## config.mk

```make
export PLATFORM = sky130hd
export DESIGN_NAME = id_ex_register
export DESIGN_NICKNAME = d
export VERILOG_FILES = /design/src/rtl/id_ex_register.sv
export SDC_FILE = /design/constraint.sdc
export NUM_CORES = 1
export LEC_CHECK = 0
export BUFFER_PORTS_ARGS = -buffer_cell sky130_fd_sc_hd__clkbuf_2
export CAP_MARGIN = 40
export CORE_MARGIN = 1.5
export CORE_UTILIZATION = 47
export CTS_CLUSTER_DIAMETER = 40
export DETAILED_ROUTE_END_ITERATION = 7
export PLACE_DENSITY = 0.81
export RECOVER_POWER = 50
export SYNTH_ARGS = -nofsm -noshare
export SYNTH_HDL_FRONTEND = slang
export SYNTH_SLANG_ARGS = --single-unit
```

## constraint.sdc

```tcl
create_clock -name i_Clk -period 1.98 [get_ports i_Clk]
set_input_delay 0.396 -clock i_Clk [delete_from_list [all_inputs] [get_ports i_Clk]]
set_output_delay 0.396 -clock i_Clk [all_outputs]
set_load 0.01 [all_outputs]
```

## src/rtl/id_ex_register.sv

```systemverilog
// ID/EX pipeline register with stall hold, flush bubble, valid tracking and stall watchdog.
// Optional performance counters are enabled by defining ID_EX_PERF_COUNTERS_EN.
module id_ex_register #(
   parameter int DATA_WIDTH     = 32,
   parameter int REG_ADDR_WIDTH = 5,
   parameter int STALL_LIMIT    = 15
) (
   input  logic                      i_Clk,
   input  logic                      i_Reset_n,
   input  logic                      i_Stall,
   input  logic                      i_Flush,
   input  logic                      i_Valid,
   input  logic [1:0]                i_ALUOp,
   input  logic [3:0]                i_Function,
   input  logic                      i_RegWrite,
   input  logic                      i_MemRead,
   input  logic                      i_MemWrite,
   input  logic                      i_MemtoReg,
   input  logic                      i_ALUSrc,
   input  logic                      i_RegDst,
   input  logic [DATA_WIDTH-1:0]     i_Read_Data1,
   input  logic [DATA_WIDTH-1:0]     i_Read_Data2,
   input  logic [DATA_WIDTH-1:0]     i_Imm,
   input  logic [REG_ADDR_WIDTH-1:0] i_Rs,
   input  logic [REG_ADDR_WIDTH-1:0] i_Rt,
   input  logic [REG_ADDR_WIDTH-1:0] i_Rd,
   output logic [1:0]                o_ALUOp,
   output logic [3:0]                o_Function,
   output logic                      o_RegWrite,
   output logic                      o_MemRead,
   output logic                      o_MemWrite,
   output logic                      o_MemtoReg,
   output logic                      o_ALUSrc,
   output logic                      o_RegDst,
   output logic [DATA_WIDTH-1:0]     o_Read_Data1,
   output logic [DATA_WIDTH-1:0]     o_Read_Data2,
   output logic [DATA_WIDTH-1:0]     o_Imm,
   output logic [REG_ADDR_WIDTH-1:0] o_Rs,
   output logic [REG_ADDR_WIDTH-1:0] o_Rt,
   output logic [REG_ADDR_WIDTH-1:0] o_Rd,
   output logic                      o_Valid,
   output logic                      o_Stall_Timeout
`ifdef ID_EX_PERF_COUNTERS_EN
   ,output logic [31:0]              o_Bubble_Count,
   output logic [31:0]               o_Stall_Count
`endif
);

   localparam logic [7:0] LIMIT = 8'(STALL_LIMIT);

   logic [1:0]                alu_op_q, alu_op_d;
   logic [3:0]                func_q, func_d;
   logic [5:0]                ctl_q, ctl_d;   // {RegWrite, MemRead, MemWrite, MemtoReg, ALUSrc, RegDst}
   logic [DATA_WIDTH-1:0]     rd1_q, rd1_d, rd2_q, rd2_d, imm_q, imm_d;
   logic [REG_ADDR_WIDTH-1:0] rs_q, rs_d, rt_q, rt_d, rd_q, rd_d;
   logic                      valid_q, valid_d;
   logic [7:0]                stall_cnt_q, stall_cnt_d;
   logic                      timeout_q, timeout_d;
`ifdef ID_EX_PERF_COUNTERS_EN
   logic [31:0]               bubble_cnt_q, bubble_cnt_d, stall_tot_q, stall_tot_d;
`endif

   always_comb begin
      alu_op_d    = alu_op_q;
      func_d      = func_q;
      ctl_d       = ctl_q;
      rd1_d       = rd1_q;
      rd2_d       = rd2_q;
      imm_d       = imm_q;
      rs_d        = rs_q;
      rt_d        = rt_q;
      rd_d        = rd_q;
      valid_d     = valid_q;
      stall_cnt_d = 8'd0;
`ifdef ID_EX_PERF_COUNTERS_EN
      bubble_cnt_d = bubble_cnt_q;
      stall_tot_d  = stall_tot_q;
`endif
      if (i_Flush) begin
         alu_op_d = '0;
         func_d   = '0;
         ctl_d    = '0;
         rd1_d    = '0;
         rd2_d    = '0;
         imm_d    = '0;
         rs_d     = '0;
         rt_d     = '0;
         rd_d     = '0;
         valid_d  = 1'b0;
`ifdef ID_EX_PERF_COUNTERS_EN
         bubble_cnt_d = bubble_cnt_q + 32'd1;
`endif
      end else if (i_Stall) begin
         stall_cnt_d = (stall_cnt_q == 8'hFF) ? 8'hFF : stall_cnt_q + 8'd1;
`ifdef ID_EX_PERF_COUNTERS_EN
         stall_tot_d = stall_tot_q + 32'd1;
`endif
      end else begin
         alu_op_d = i_ALUOp;
         func_d   = i_Function;
         // Invalid slots must never reach a state-writing stage with write enables set.
         ctl_d    = {i_RegWrite & i_Valid, i_MemRead & i_Valid, i_MemWrite & i_Valid,
                     i_MemtoReg, i_ALUSrc, i_RegDst};
         rd1_d    = i_Read_Data1;
         rd2_d    = i_Read_Data2;
         imm_d    = i_Imm;
         rs_d     = i_Rs;
         rt_d     = i_Rt;
         rd_d     = i_Rd;
         valid_d  = i_Valid;
`ifdef ID_EX_PERF_COUNTERS_EN
         if (!i_Valid) bubble_cnt_d = bubble_cnt_q + 32'd1;
`endif
      end
      timeout_d = (stall_cnt_d >= LIMIT);
   end

   always_ff @(posedge i_Clk or negedge i_Reset_n) begin
      if (!i_Reset_n) begin
         alu_op_q    <= '0;
         func_q      <= '0;
         ctl_q       <= '0;
         rd1_q       <= '0;
         rd2_q       <= '0;
         imm_q       <= '0;
         rs_q        <= '0;
         rt_q        <= '0;
         rd_q        <= '0;
         valid_q     <= 1'b0;
         stall_cnt_q <= 8'd0;
         timeout_q   <= 1'b0;
`ifdef ID_EX_PERF_COUNTERS_EN
         bubble_cnt_q <= 32'd0;
         stall_tot_q  <= 32'd0;
`endif
      end else begin
         alu_op_q    <= alu_op_d;
         func_q      <= func_d;
         ctl_q       <= ctl_d;
         rd1_q       <= rd1_d;
         rd2_q       <= rd2_d;
         imm_q       <= imm_d;
         rs_q        <= rs_d;
         rt_q        <= rt_d;
         rd_q        <= rd_d;
         valid_q     <= valid_d;
         stall_cnt_q <= stall_cnt_d;
         timeout_q   <= timeout_d;
`ifdef ID_EX_PERF_COUNTERS_EN
         bubble_cnt_q <= bubble_cnt_d;
         stall_tot_q  <= stall_tot_d;
`endif
      end
   end

   assign o_ALUOp         = alu_op_q;
   assign o_Function      = func_q;
   assign {o_RegWrite, o_MemRead, o_MemWrite, o_MemtoReg, o_ALUSrc, o_RegDst} = ctl_q;
   assign o_Read_Data1    = rd1_q;
   assign o_Read_Data2    = rd2_q;
   assign o_Imm           = imm_q;
   assign o_Rs            = rs_q;
   assign o_Rt            = rt_q;
   assign o_Rd            = rd_q;
   assign o_Valid         = valid_q;
   assign o_Stall_Timeout = timeout_q;
`ifdef ID_EX_PERF_COUNTERS_EN
   assign o_Bubble_Count  = bubble_cnt_q;
   assign o_Stall_Count   = stall_tot_q;
`endif

endmodule
```

## Yosys cells after proc, flatten, opt, wreduce, memory -nomap -nowiden

Index checks and enable logic that the tools add are counted.

| word-level totals | value |
|---|---|
| bits in registers | 133 |
| input bits | 128 |
| output and inout bits | 125 |
| word-level logic and storage cells | 42 |

| operators by class | value |
|---|---|
| add/subtract/negate cells | 1 |
| magnitude comparators | 1 |
| equality and inequality tests | 2 |
| muxes and demuxes | 23 |
| bitwise operators | 3 |

Operators by type and width:

| operator | count |
|---|---|
| $mux W32 | 6 |
| $mux W5 | 6 |
| $mux W8 | 3 |
| $mux W6 | 2 |
| $add A8 B1 Y8 const B | 1 |
| $eq A8 B8 Y1 const B | 1 |
| $ge A8 B4 Y1 const B | 1 |
| $mux W4 | 2 |
| $mux W2 | 2 |
| $and A1 B1 Y1 | 3 |
| $mux W1 | 2 |
| $ne A2 B1 Y1 const B | 1 |

## Logic depth before layout (Yosys ltp)

Gate-level depths: netlist of run 1.

| depth | value |
|---|---|
| word-level depth | 5 |
| mapped depth | 5 |
| gate-level depth less buffers | 5 |

## Worst setup path before layout of run 1

OpenSTA, ideal clock, no wires.

| timing | value |
|---|---|
| kind | register to register |
| start point | register stall_cnt_q[0] |
| end point | register timeout_q, in the netlist o_Stall_Timeout |
| library setup time | 0.139 ns |
| arrival | 1.534 ns |
| data required time | 1.841 ns |
| path slack | 0.307 ns |
| cell stages (with the launch flop) | 6 |
| buffers on the path | 0 |
| period minus slack after synthesis | 1.673 ns |
| path through | dfrtp_1 -> ha_1 -> and4_2 -> a21oi_1 -> a311oi_1 -> or4_1 |

| between the ends | value |
|---|---|
| word-level cells in the longest chain between the ends | 5 |
| elaborated cells between the ends (all ways) | 6 |
| those cells by class | add/sub (1); order compare (1); eq/ne (1); mux (3) |

RTL lines:

| what | RTL line | source |
|---|---|---|
| start, declared | 57 | `logic [7:0] stall_cnt_q, stall_cnt_d;` |
| start signal, assigned | 147 | `stall_cnt_q <= stall_cnt_d;` |
| $add A8 B1 Y8 / $eq A8 B8 Y1 (equally long branches) | 94 | `stall_cnt_d = (stall_cnt_q == 8'hFF) ? 8'hFF : stall_cnt_q + 8'd1;` |
| $mux W8 (*) | 94 |  |
| $mux W8 (*) | 93 | `end else if (i_Stall) begin` |
| $mux W8 (*) | 79 | `if (i_Flush) begin` |
| net stall_cnt_d[6] | 57 |  |
| $ge A8 B4 Y1 (*) | 115 | `timeout_d = (stall_cnt_d >= LIMIT);` |
| net timeout_d | 58 | `logic timeout_q, timeout_d;` |
| end signal, assigned | 148 | `timeout_q <= timeout_d;` |
| end, declared | 58 |  |

Mark *: on every way through the listed nets, which the timed path passes. The rest lies on a longest branch.
A chain may end at the register's enable or synchronous reset.

## Worst setup path in the final report of run 1

Ends and elaborated chain as after synthesis.

==> results.md, run 1 <==
* R2R setup slack at 170 ps
* CTS Sinks at 133
* Final number of setup-violating endpoints at 0
* Number of diodes at 0
* Yosys top cell area share at 61.7%
* Drt drc at 0
* CTS Buf Count at 17
* GR Util All Layers at 20.9%
* Port Buffer Count at 252
* Multi-input logic area at 1920 µm²
* Die Width at 110 µm
* Mapped Nets at 578
* Min Hold Slack at 232 ps
* Clock root buffer master: clkbuf_16
* Filler cells at 887
* Yosys warns at 0
* Pins over their slew limit at 135
* Commonest non-fill, non-tap cells in the layout: 251 x clkbuf_2, 133 x dfrtp_1, 127 x nor2_1, 120 x mux2i_1, 17 x clkbuf_16
* Commonest non-fill, non-tap cell in the layout: clkbuf_2
* Crit Path Class: flop to flop
* Routed len/inst at 15.0 µm
* Final worst path period share at 91.4%
* Number of library cell types mapped by synthesis at 31
* Worst Max-Slew Pin Slew at 1630 ps
* Starting density of the core at 48.9%
* Top Ports at 253
* Worst Path Required at 2250 ps
* Post-Place Cell Area at 6800 µm²
* H-tree Lvls at 4
* Worst setup SP type: flop
* CP Capture Type: flop
* Area grow syn2layout at 34.8%
* Slowest-stage cell, CP: or4_1
* Worst-path fanout max at 6
* LEAKAGE at 4.18 nW
* RSZ-0062 raised after global routing: no
* Clk_skew at 2.01 ps
* CP arrival at 2070 ps
* Largest net degree at the start of global routing at 125
* Detailed-placement wirelength estimate at 8.88 mm
* Die Ht at 110 µm
* Largest area contributor in the netlist: dfrtp_1
* Syn_area_per_cell at 12.0 µm²
* GP Congestion at 0.748
* # rows at 38
* Vias in the first global route at 4201
* Slowest stage delay, CP at 540 ps
* Vias per inst at 5.02
* Internal power at 4.94 mW
* Max-slew headroom at -8.37%
* Sequential fraction of the synthesis area at 61.7%
* Reg power frac at 45.4%
* Peak supply drop at 0.586 mV
* Reg area at 3330 µm²
* Congestion Overflow GR at 0
* Worst-path clk slew at 50 ps
* # nets final at 825
* Sw Pwr at 1.55 mW
* Register bit total from synthesis at 133
* First-pass GRT wire length at 19.1 mm
* Hold_buf cts at 0
* Failing checks: max-capacitance violations, max-slew violations
* WP buf/inv at 0
* Initial antenna violation count at 0
* Final hold viol count at 0
* Logic pwr share at 11.6%
* Synth Instances at 449
* Area contributors post-synth: dfrtp_1 62%, mux2i_1 22%, nor2_1 8.8%, buf_2 1.4%, a21oi_1 0.84%
* Fin crit period at 1810 ps
* Clock network fraction of design power at 42.9%
* Core footprint at 11000 µm²
* Drt initial violations at 253
* Netlist Area Pre-Place at 5390 µm²
* Insertion delay of the later-clocked pin in the worst-skew pair at 400 ps
* Final Power at 6.49 mW
* P per Cell Area at 893 nW/µm²
* First-pass iteration count of the detailed router at 4
* Max-cap violations at 2
* Accumulated negative setup slack at 0 ps
* Die Area at 12100 µm²
* Maximum buffer depth of the clock tree at 2
* Switching part of the total at 23.8%
* Post-cts resize count at 0
* Vias at 4248
* Fmax at 553 MHz
* Final ANT Viol Nets at 0
* CTS tree: built
* Post-route cell area at 7270 µm²
* Crit path cell chain: ha_1 -> and4_2 -> a21oi_1 -> a311oi_1 -> or4_1
* Setup Fix Bufs, Post-CTS at 0
* Final WL at 12.7 mm
* Status: finished, violations left
* Hold Path Class: primary input to flop
* CP top delay family: simple AND/OR/NAND/NOR gates
* Layout cells sized above 1 at 40.7%
## layer usage
metal / global-route usage [%] / wire length, µm
met1: 22.3 / 4820
met2: 36.1 / 6520
met3: 7.47 / 948
met4: 11.5 / 376
met5: 0 / 0
## registers in the layout, summed over array words and instances (netlist names)
name	flops
o_Rs	5
o_Stall_Timeout	1
ctl_q	6
o_Rd	5
o_Rt	5
o_Read_Data1	32
o_Imm	32
stall_cnt_q	8
o_Valid	1
o_ALUOp	2
o_Read_Data2	32
o_Function	4
## cell type report
cell class / instances / share of cell area (%)
Sequential cell: 133 / 45.8
Timing Repair Buffer: 257 / 18.0
Clock buffer: 24 / 6.90
Tap cell: 140 / 2.41
Inverter: 2 / 0.103
Multi-Input combinational cell: 285 / 26.4
Clock inverter: 5 / 0.344
## worst min-delay path: stages
cell and delay (ps):
clkbuf_2 70, mux2i_1 50, nor2_1 70
## through the flow
| stage | setup slack, ps | instances | util, % |
|---|---|---|---|
| after floorplan | 307 | 449 | - |
| after global placement | 252 | 817 | 61.7 |
| after detailed placement | 186 | 817 | 61.7 |
| after CTS | 184 | 846 | 66.5 |
| after global routing | 49.6 | 846 | 65.9 |
| final | 171 | 846 | 65.9 |
## path summary, 6_finish.rpt
kind | startpoint | endpoint | cells past startpoint
worst max-delay path | stall_cnt_q[0] | o_Stall_Timeout | 5
worst min-delay path | i_Read_Data2[28] | o_Read_Data2[28] | 3
worst max register to register | stall_cnt_q[0] | o_Stall_Timeout | 5
worst min register to register | o_Imm[16] | o_Imm[16] | 2
max in group asynchronous | i_Reset_n | o_Imm[9] | 2
min in group asynchronous | i_Reset_n | o_Function[3] | 2
## cells by family after synthesis
group	Yosys count	synth area share, %
AND/OR/NAND/NOR	147	11.2
flip-flops	133	61.7
multiplexers	120	22.3
buffers and inverters	31	2.65
AO/OA/AOI/OAI	16	1.76
XOR/XNOR	1	0.162
adder cells (fa/ha/maj)	1	0.232
## power by group through the flow
stage / registers (mW) / clock network (mW) / logic, mW
floorplan: 3.05 / 0 / 0.311
global route: 2.96 / 2.98 / 0.839
finish: 2.95 / 2.79 / 0.755
CTS: 2.95 / 2.84 / 0.779
detailed placement: 2.99 / 0 / 0.775
global placement: 2.98 / 0 / 0.750
## synth_stat cells
master     number
clkbuf_1       11
nand2_1         4
xnor2_1         1
and4_1          1
a211oi_1        1
and4b_1         1
buf_6           1
buf_1           2
or2b_2          1
nor2b_1         1
inv_1           2
or4_1           1
dfrtp_1       133
ha_1            1
a31oi_1         2
nor3_1          3
a22oi_1         1
or3_2           1
buf_2          15
and4_2          1
and3_1          1
mux2i_1       120
o21ai_0         1
or3_1           1
a311oi_1        1
o2111ai_1       1
nand3_1         2
and2_2          1
and2b_1         1
nor2_1        127
a21oi_1         9
Power figures use the tool's default switching activity.
==> run 2, diff against run 1 <==
--- a/config.mk
+++ b/config.mk
@@ -8,11 +8,10 @@
 export BUFFER_PORTS_ARGS = -buffer_cell sky130_fd_sc_hd__clkbuf_2
 export CAP_MARGIN = 40
 export CORE_MARGIN = 1.5
-export CORE_UTILIZATION = 47
+export CORE_UTILIZATION = 50
 export CTS_CLUSTER_DIAMETER = 40
 export DETAILED_ROUTE_END_ITERATION = 7
-export PLACE_DENSITY = 0.81
-export RECOVER_POWER = 50
+export PLACE_DENSITY = 0.85
 export SYNTH_ARGS = -nofsm -noshare
 export SYNTH_HDL_FRONTEND = slang
 export SYNTH_SLANG_ARGS = --single-unit
==> constraint.sdc (replaced) <==
create_clock -name i_Clk -period 2.1 [get_ports i_Clk]
set_input_delay 0.42 -clock i_Clk [delete_from_list [all_inputs] [get_ports i_Clk]]
set_output_delay 0.42 -clock i_Clk [all_outputs]
set_load 0.01 [all_outputs]
==> results.md, run 2 (synthesis gave the netlist of run 1 again) <==
* Min Hold Slack at 155 ps (-76.1 ps)
* Vias at 4244 (-0.094%)
* Post-route cell area at 7400 µm² (+1.8%)
* Largest net degree at the start of global routing at 125 (unchanged)
* Commonest non-fill, non-tap cells in the layout: 249 x clkbuf_2, 133 x dfrtp_1, 127 x nor2_1, 120 x mux2i_1, 16 x clkbuf_16
* P per Cell Area at 870 nW/µm² (-2.6%)
* Max-cap violations at 0 (-2)
* Initial antenna violation count at 0 (unchanged)
* Layout cells sized above 1 at 41.3% (+0.62 points)
* Max-slew headroom at 64.0% (+72 points)
* Die Width at 107 µm (-3.0%)
* Final core occ at 71.1% (+5.2 points)
* Detailed-placement wirelength estimate at 8.97 mm (+1.0%)
* Post-cts resize count at 0 (unchanged)
* Final worst path period share at 84.6% (-6.7 points)
* GR Util All Layers at 23.1% (+2.1 points)
* CP Capture Type: flop
* CTS Buf Count at 17 (unchanged)
* First-pass GRT wire length at 20.4 mm (+6.8%)
* Peak supply drop at 0.468 mV (-20%)
* Slowest stage delay, CP at 520 ps (-20 ps)
* Worst R2R Path Depth at 5 (unchanged)
* Worst Max-Slew Pin Slew at 539 ps (-1090 ps)
* Area grow syn2layout at 37.3%
* Clk_skew at 3.37 ps (+1.36 ps)
* Number of diodes at 0 (unchanged)
* Final WL at 12.7 mm (+0.20%)
* Port Buffer Count at 252 (unchanged)
* Die Area at 11400 µm² (-5.8%)
* Final ANT Viol Nets at 0 (unchanged)
* Die Ht at 107 µm (-3.0%)
* Crit Path Class: flop to flop
* H-tree Lvls at 4 (unchanged)
* Routed len/inst at 15.0 µm (+0.20%)
* Commonest non-fill, non-tap cell in the layout: clkbuf_2
* Accumulated negative setup slack at 0 ps (unchanged)
* Congestion Overflow GR at 0 (unchanged)
* Worst-path fanout max at 6 (unchanged)
* Drt drc at 0 (unchanged)
* Setup Fix Bufs, Post-CTS at 0 (unchanged)
* Vias in the first global route at 4306 (+2.5%)
* GRT met2 Usage at 39.4% (+3.4 points)
* Hold depth at 3 (unchanged)
* Non-filler instance count after layout at 846 (unchanged)
* CTS tree: built
* Final number of setup-violating endpoints at 0 (unchanged)
* CP arrival at 2150 ps (+80 ps)
* Setup WS pre-CTS at 347 ps (+161 ps)
* First-pass iteration count of the detailed router at 5 (+1)
* Post-Place Cell Area at 6800 µm² (about the same)
* Final setup margin at 323 ps (+152 ps)
* Drt initial violations at 160 (-37%)
* # nets final at 826 (+0.12%)
* Clock root buffer master: clkbuf_8
* Pins over their slew limit at 0 (-100%)
* Slowest-stage cell, CP: or4_1
* CTS Sinks at 133 (unchanged)
* GR Util met3 at 8.33% (+0.86 points)
* Final Power at 6.44 mW (-0.77%)
* Placed insts at 813 (-0.49%)
* Worst-path clk slew at 60 ps (about the same)
* Final hold viol count at 0 (unchanged)
* Crit path cell chain: ha_1 -> and4_2 -> a21oi_1 -> a311oi_1 -> or4_1
* Insertion delay of the later-clocked pin in the worst-skew pair at 500 ps (+100 ps)
* Maximum buffer depth of the clock tree at 2 (unchanged)
* RSZ-0062 raised after global routing: no
* Vias per inst at 5.02 (about the same)
* # rows at 37 (-2.6%)
* GP Congestion at 0.730 (-2.3%)
* Worst Path Required at 2470 ps (+220 ps)
* Top Ports at 253 (unchanged)
* Worst setup SP type: flop
* Hold Path Class: primary input to flop
* Starting density of the core at 51.8% (+2.9 points)
* LEAKAGE at 4.23 nW (+1.3%)
* Core footprint at 10400 µm² (-5.6%)
* Status: completed
* Fmax at 563 MHz (+1.8%)
* Met1 Track Usage GR at 27.2% (+4.9 points)
* Hold_buf cts at 1 (+1)
* Fin crit period at 1780 ps (-32.0 ps)
* Most crowded layer after global routing: met2
run 2: changes by cell type in the layout (fill, tap and decap cells not counted), sizes merged:
cell,delta
inv,+3
clkinv,+3
bufinv,+3
buf,+6
dlygate4sd3,+1
clkbuf,-13
clkinvlp,+1
run 2: area by class of cell:
| cell class | count | area (µm²) |
|---|---|---|
| sequential | 133 | 3330 |
| clock buffer | 17 | 414 |
| multi-input combinational | 285 | 1920 |
| fill | 765 | 3010 |
| tap | 136 | 170 |
| inverter | 2 | 7.51 |
| timing repair buffer | 258 | 1380 |
| clock inverter | 15 | 179 |
run 2: routing by layer:
metal,part of all wire [%],wire length [µm]
met1,41,5200
met2,50,6400
met3,7.3,930
met4,1.3,167
met5,0,0
run 2: power by group:
part	leakage [nW]	internal [mW]	switching, mW
clock network	0.293	1.82	1.12
registers	1.77	2.70	0.0770
logic	2.17	0.333	0.394
run 2: final timing paths:
path                                         to  slack (ps)      startpoint
worst max-delay path            o_Stall_Timeout         320  stall_cnt_q[0]
min in group asynchronous            o_ALUOp[0]         480       i_Reset_n
worst max register to register  o_Stall_Timeout         320  stall_cnt_q[0]
max in group asynchronous               o_Rs[3]        1280       i_Reset_n
worst min register to register    o_Function[2]         520   o_Function[2]
worst min-delay path                  o_Imm[22]         160       i_Imm[22]
run 2: worst max-delay path: cells and delay by family, from the launching register on:
family / cells / cell delay (ps)
AND/OR/NAND/NOR: 2 / 730
flip-flops: 1 / 420
adder cells (fa/ha/maj): 1 / 280
AO/OA/AOI/OAI: 2 / 220
==> run 3, diff against run 2 <==
--- a/config.mk
+++ b/config.mk
@@ -8,10 +8,10 @@
 export BUFFER_PORTS_ARGS = -buffer_cell sky130_fd_sc_hd__clkbuf_2
 export CAP_MARGIN = 40
 export CORE_MARGIN = 1.5
-export CORE_UTILIZATION = 50
+export CORE_UTILIZATION = 47
 export CTS_CLUSTER_DIAMETER = 40
 export DETAILED_ROUTE_END_ITERATION = 7
-export PLACE_DENSITY = 0.85
+export PLACE_DENSITY = 0.81
 export SYNTH_ARGS = -nofsm -noshare
 export SYNTH_HDL_FRONTEND = slang
 export SYNTH_SLANG_ARGS = --single-unit
==> constraint.sdc (replaced) <==
create_clock -name i_Clk -period 1.8 [get_ports i_Clk]
set_input_delay 0.36 -clock i_Clk [delete_from_list [all_inputs] [get_ports i_Clk]]
set_output_delay 0.36 -clock i_Clk [all_outputs]
set_load 0.01 [all_outputs]
==> results.md, run 3 (synthesis gave the netlist of run 1 again) <==
* Status: completed
* Hold Path Class: primary input to flop
* R2r endpoint: o_Stall_Timeout
* CP Capture Type: flop
* # rows at 38 (+2.7%)
* Worst-path fanout max at 5 (-1)
* First-pass iteration count of the detailed router at 6 (+1)
* Detailed-placement wirelength estimate at 9.26 mm (+3.2%)
* Insertion delay of the later-clocked pin in the worst-skew pair at 410 ps (-90 ps)
* Clk_skew at 4.70 ps (+1.33 ps)
* First-pass GRT wire length at 19.3 mm (-5.2%)
* Congestion Overflow GR at 0 (unchanged)
* Initial antenna violation count at 0 (unchanged)
* Number of diodes at 0 (unchanged)
* Worst R2R Path Depth at 5 (unchanged)
* Worst setup path end: o_Stall_Timeout
* Pins over their slew limit at 0 (unchanged)
* Final Power at 7.82 mW (+21%)
* CTS Buf Count at 17 (unchanged)
* Max-slew headroom at 62.1% (-2.0 points)
* CP arrival at 2000 ps (-150 ps)
* Drt drc at 0 (unchanged)
* Top Ports at 253 (unchanged)
* Routed len/inst at 14.9 µm (-1.0%)
* Commonest non-fill, non-tap cell in the layout: clkbuf_2
* CTS tree: built
* Peak supply drop at 0.498 mV (+6.4%)
* Die Area at 12100 µm² (+6.2%)
* Worst Path Required at 2080 ps (-390 ps)
* Layout cells sized above 1 at 41.3% (+0.049 points)
* Min Hold Slack at 191 ps (+35.6 ps)
* Final number of setup-violating endpoints at 0 (unchanged)
* Worst setup SP type: flop
* Vias at 4241 (-0.071%)
* Largest net degree at the start of global routing at 125 (unchanged)
* FF-to-FF Start: stall_cnt_q[0]
* # nets final at 831 (+0.61%)
* Drt initial violations at 228 (+43%)
* Maximum buffer depth of the clock tree at 2 (unchanged)
* Core footprint at 11000 µm² (+5.9%)
* Max-cap violations at 0 (unchanged)
* Slowest-stage cell, CP: or4_1
* Non-filler instance count after layout at 854 (+0.95%)
* R2R setup slack at 80 ps (-240 ps)
* Hold wc startpoint: i_Imm[9]
* Commonest non-fill, non-tap cells in the layout: 249 x clkbuf_2, 133 x dfrtp_1, 127 x nor2_1, 120 x mux2i_1, 17 x clkbuf_16
* Crit path cell chain: ha_2 -> and4_2 -> a21oi_1 -> a311oi_1 -> or4_1
* Die Width at 110 µm (+3.1%)
* Starting density of the core at 48.9% (-2.9 points)
* Final worst path period share at 95.6% (+11 points)
* Vias in the first global route at 4181 (-2.9%)
* Fin crit period at 1720 ps (-56.3 ps)
* Worst Max-Slew Pin Slew at 569 ps (+29.4 ps)
* Final hold viol count at 0 (unchanged)
* Final WL at 12.7 mm (about the same)
* Placed insts at 822 (+1.1%)
* Area grow syn2layout at 39.5%
* P per Cell Area at 1040 nW/µm² (+20%)
* Filler cells at 848 (+11%)
* Slowest stage delay, CP at 530 ps (about the same)
* Die Ht at 110 µm (+3.1%)
* Post-Place Cell Area at 6870 µm² (+0.99%)
* RSZ-0062 raised after global routing: no
* H-tree Lvls at 4 (unchanged)
* Critical path origin: stall_cnt_q[0]
* Fmax at 581 MHz (+3.3%)
* Post-route cell area at 7520 µm² (+1.6%)
* GP Congestion at 0.755 (+3.4%)
* Final ANT Viol Nets at 0 (unchanged)
* Clock root buffer master: clkbuf_16
* Vias per inst at 4.97 (-1.0%)
* Crit Path Class: flop to flop
* GR Util All Layers at 21.0% (-2.1 points)
* LEAKAGE at 4.28 nW (+1.1%)
* Port Buffer Count at 252 (unchanged)
* Accumulated negative setup slack at 0 ps (unchanged)
* CTS Sinks at 133 (unchanged)
* Worst-path clk slew at 60 ps (about the same)
run 3: changes by cell type in the layout (fill, tap and decap cells not counted), moves of 2 or more:
cell	change
inv_6	-3
buf_12	+2
clkinv_2	-2
clkbuf_1	+3
buf_4	+3
bufinv_16	+2
clkinv_4	-4
run 3: per-layer routing:
metal  up-vias  global-route usage, %  wire (µm)
met5         -                      0          0
met1      2039                   23.6       4940
li1       2017                      -          -
met3        19                   7.70        968
met2       166                   36.6       6580
met4         0                   7.69        205
run 3: cell type report:
type | instances | area, µm² | share of cell area (%)
Timing Repair Buffer | 263 | 1450 | 19.2
Tap cell | 140 | 175 | 2.33
Clock inverter | 9 | 175 | 2.33
Inverter | 2 | 7.51 | 0.0999
Multi-Input combinational cell | 285 | 1920 | 25.6
Clock buffer | 22 | 464 | 6.17
Sequential cell | 133 | 3330 | 44.3
run 3: where the power goes:
group / leakage (nW) / switching (mW) / total (mW) / internal, mW
registers: 1.77 / 0.0886 / 3.24 / 3.15
logic: 2.20 / 0.459 / 0.859 / 0.400
clock network: 0.306 / 1.20 / 3.72 / 2.52
run 3: per-stage QoR:
step,utilization (%),setup WS [ps]
4_1_cts,68.1,39.9
6_report,68.2,79.6
2_1_floorplan,-,127
3_5_place_dp,62.3,32.2
3_3_place_gp,62.3,115
5_1_grt,68.2,30.1
run 3: worst max-delay path: cells and delay by family (launching register included):
kind            cells  cell delay, ps
simple gates        2             730
flops               1             420
compound gates      2             230
fa+ha+maj           1             220
run 3: timing repair:
action                     in CTS  in global routing
hold buffers                    1                  0
hold endpoints to repair       24                  0
buffers inserted                0                  0
setup endpoints to repair       0                  1
gates resized for setup         0                  1
run 3: worst min-delay path by stage:
stage	cells after the start	slack, ps	endpoint
global placement	1	290	o_Read_Data1[25]
floorplan	0	60	ctl_q[0]
detailed placement	1	300	o_Read_Data1[25]
finish	3	190	o_Imm[9]
CTS	3	170	o_Imm[26]
global route	3	170	o_Imm[26]
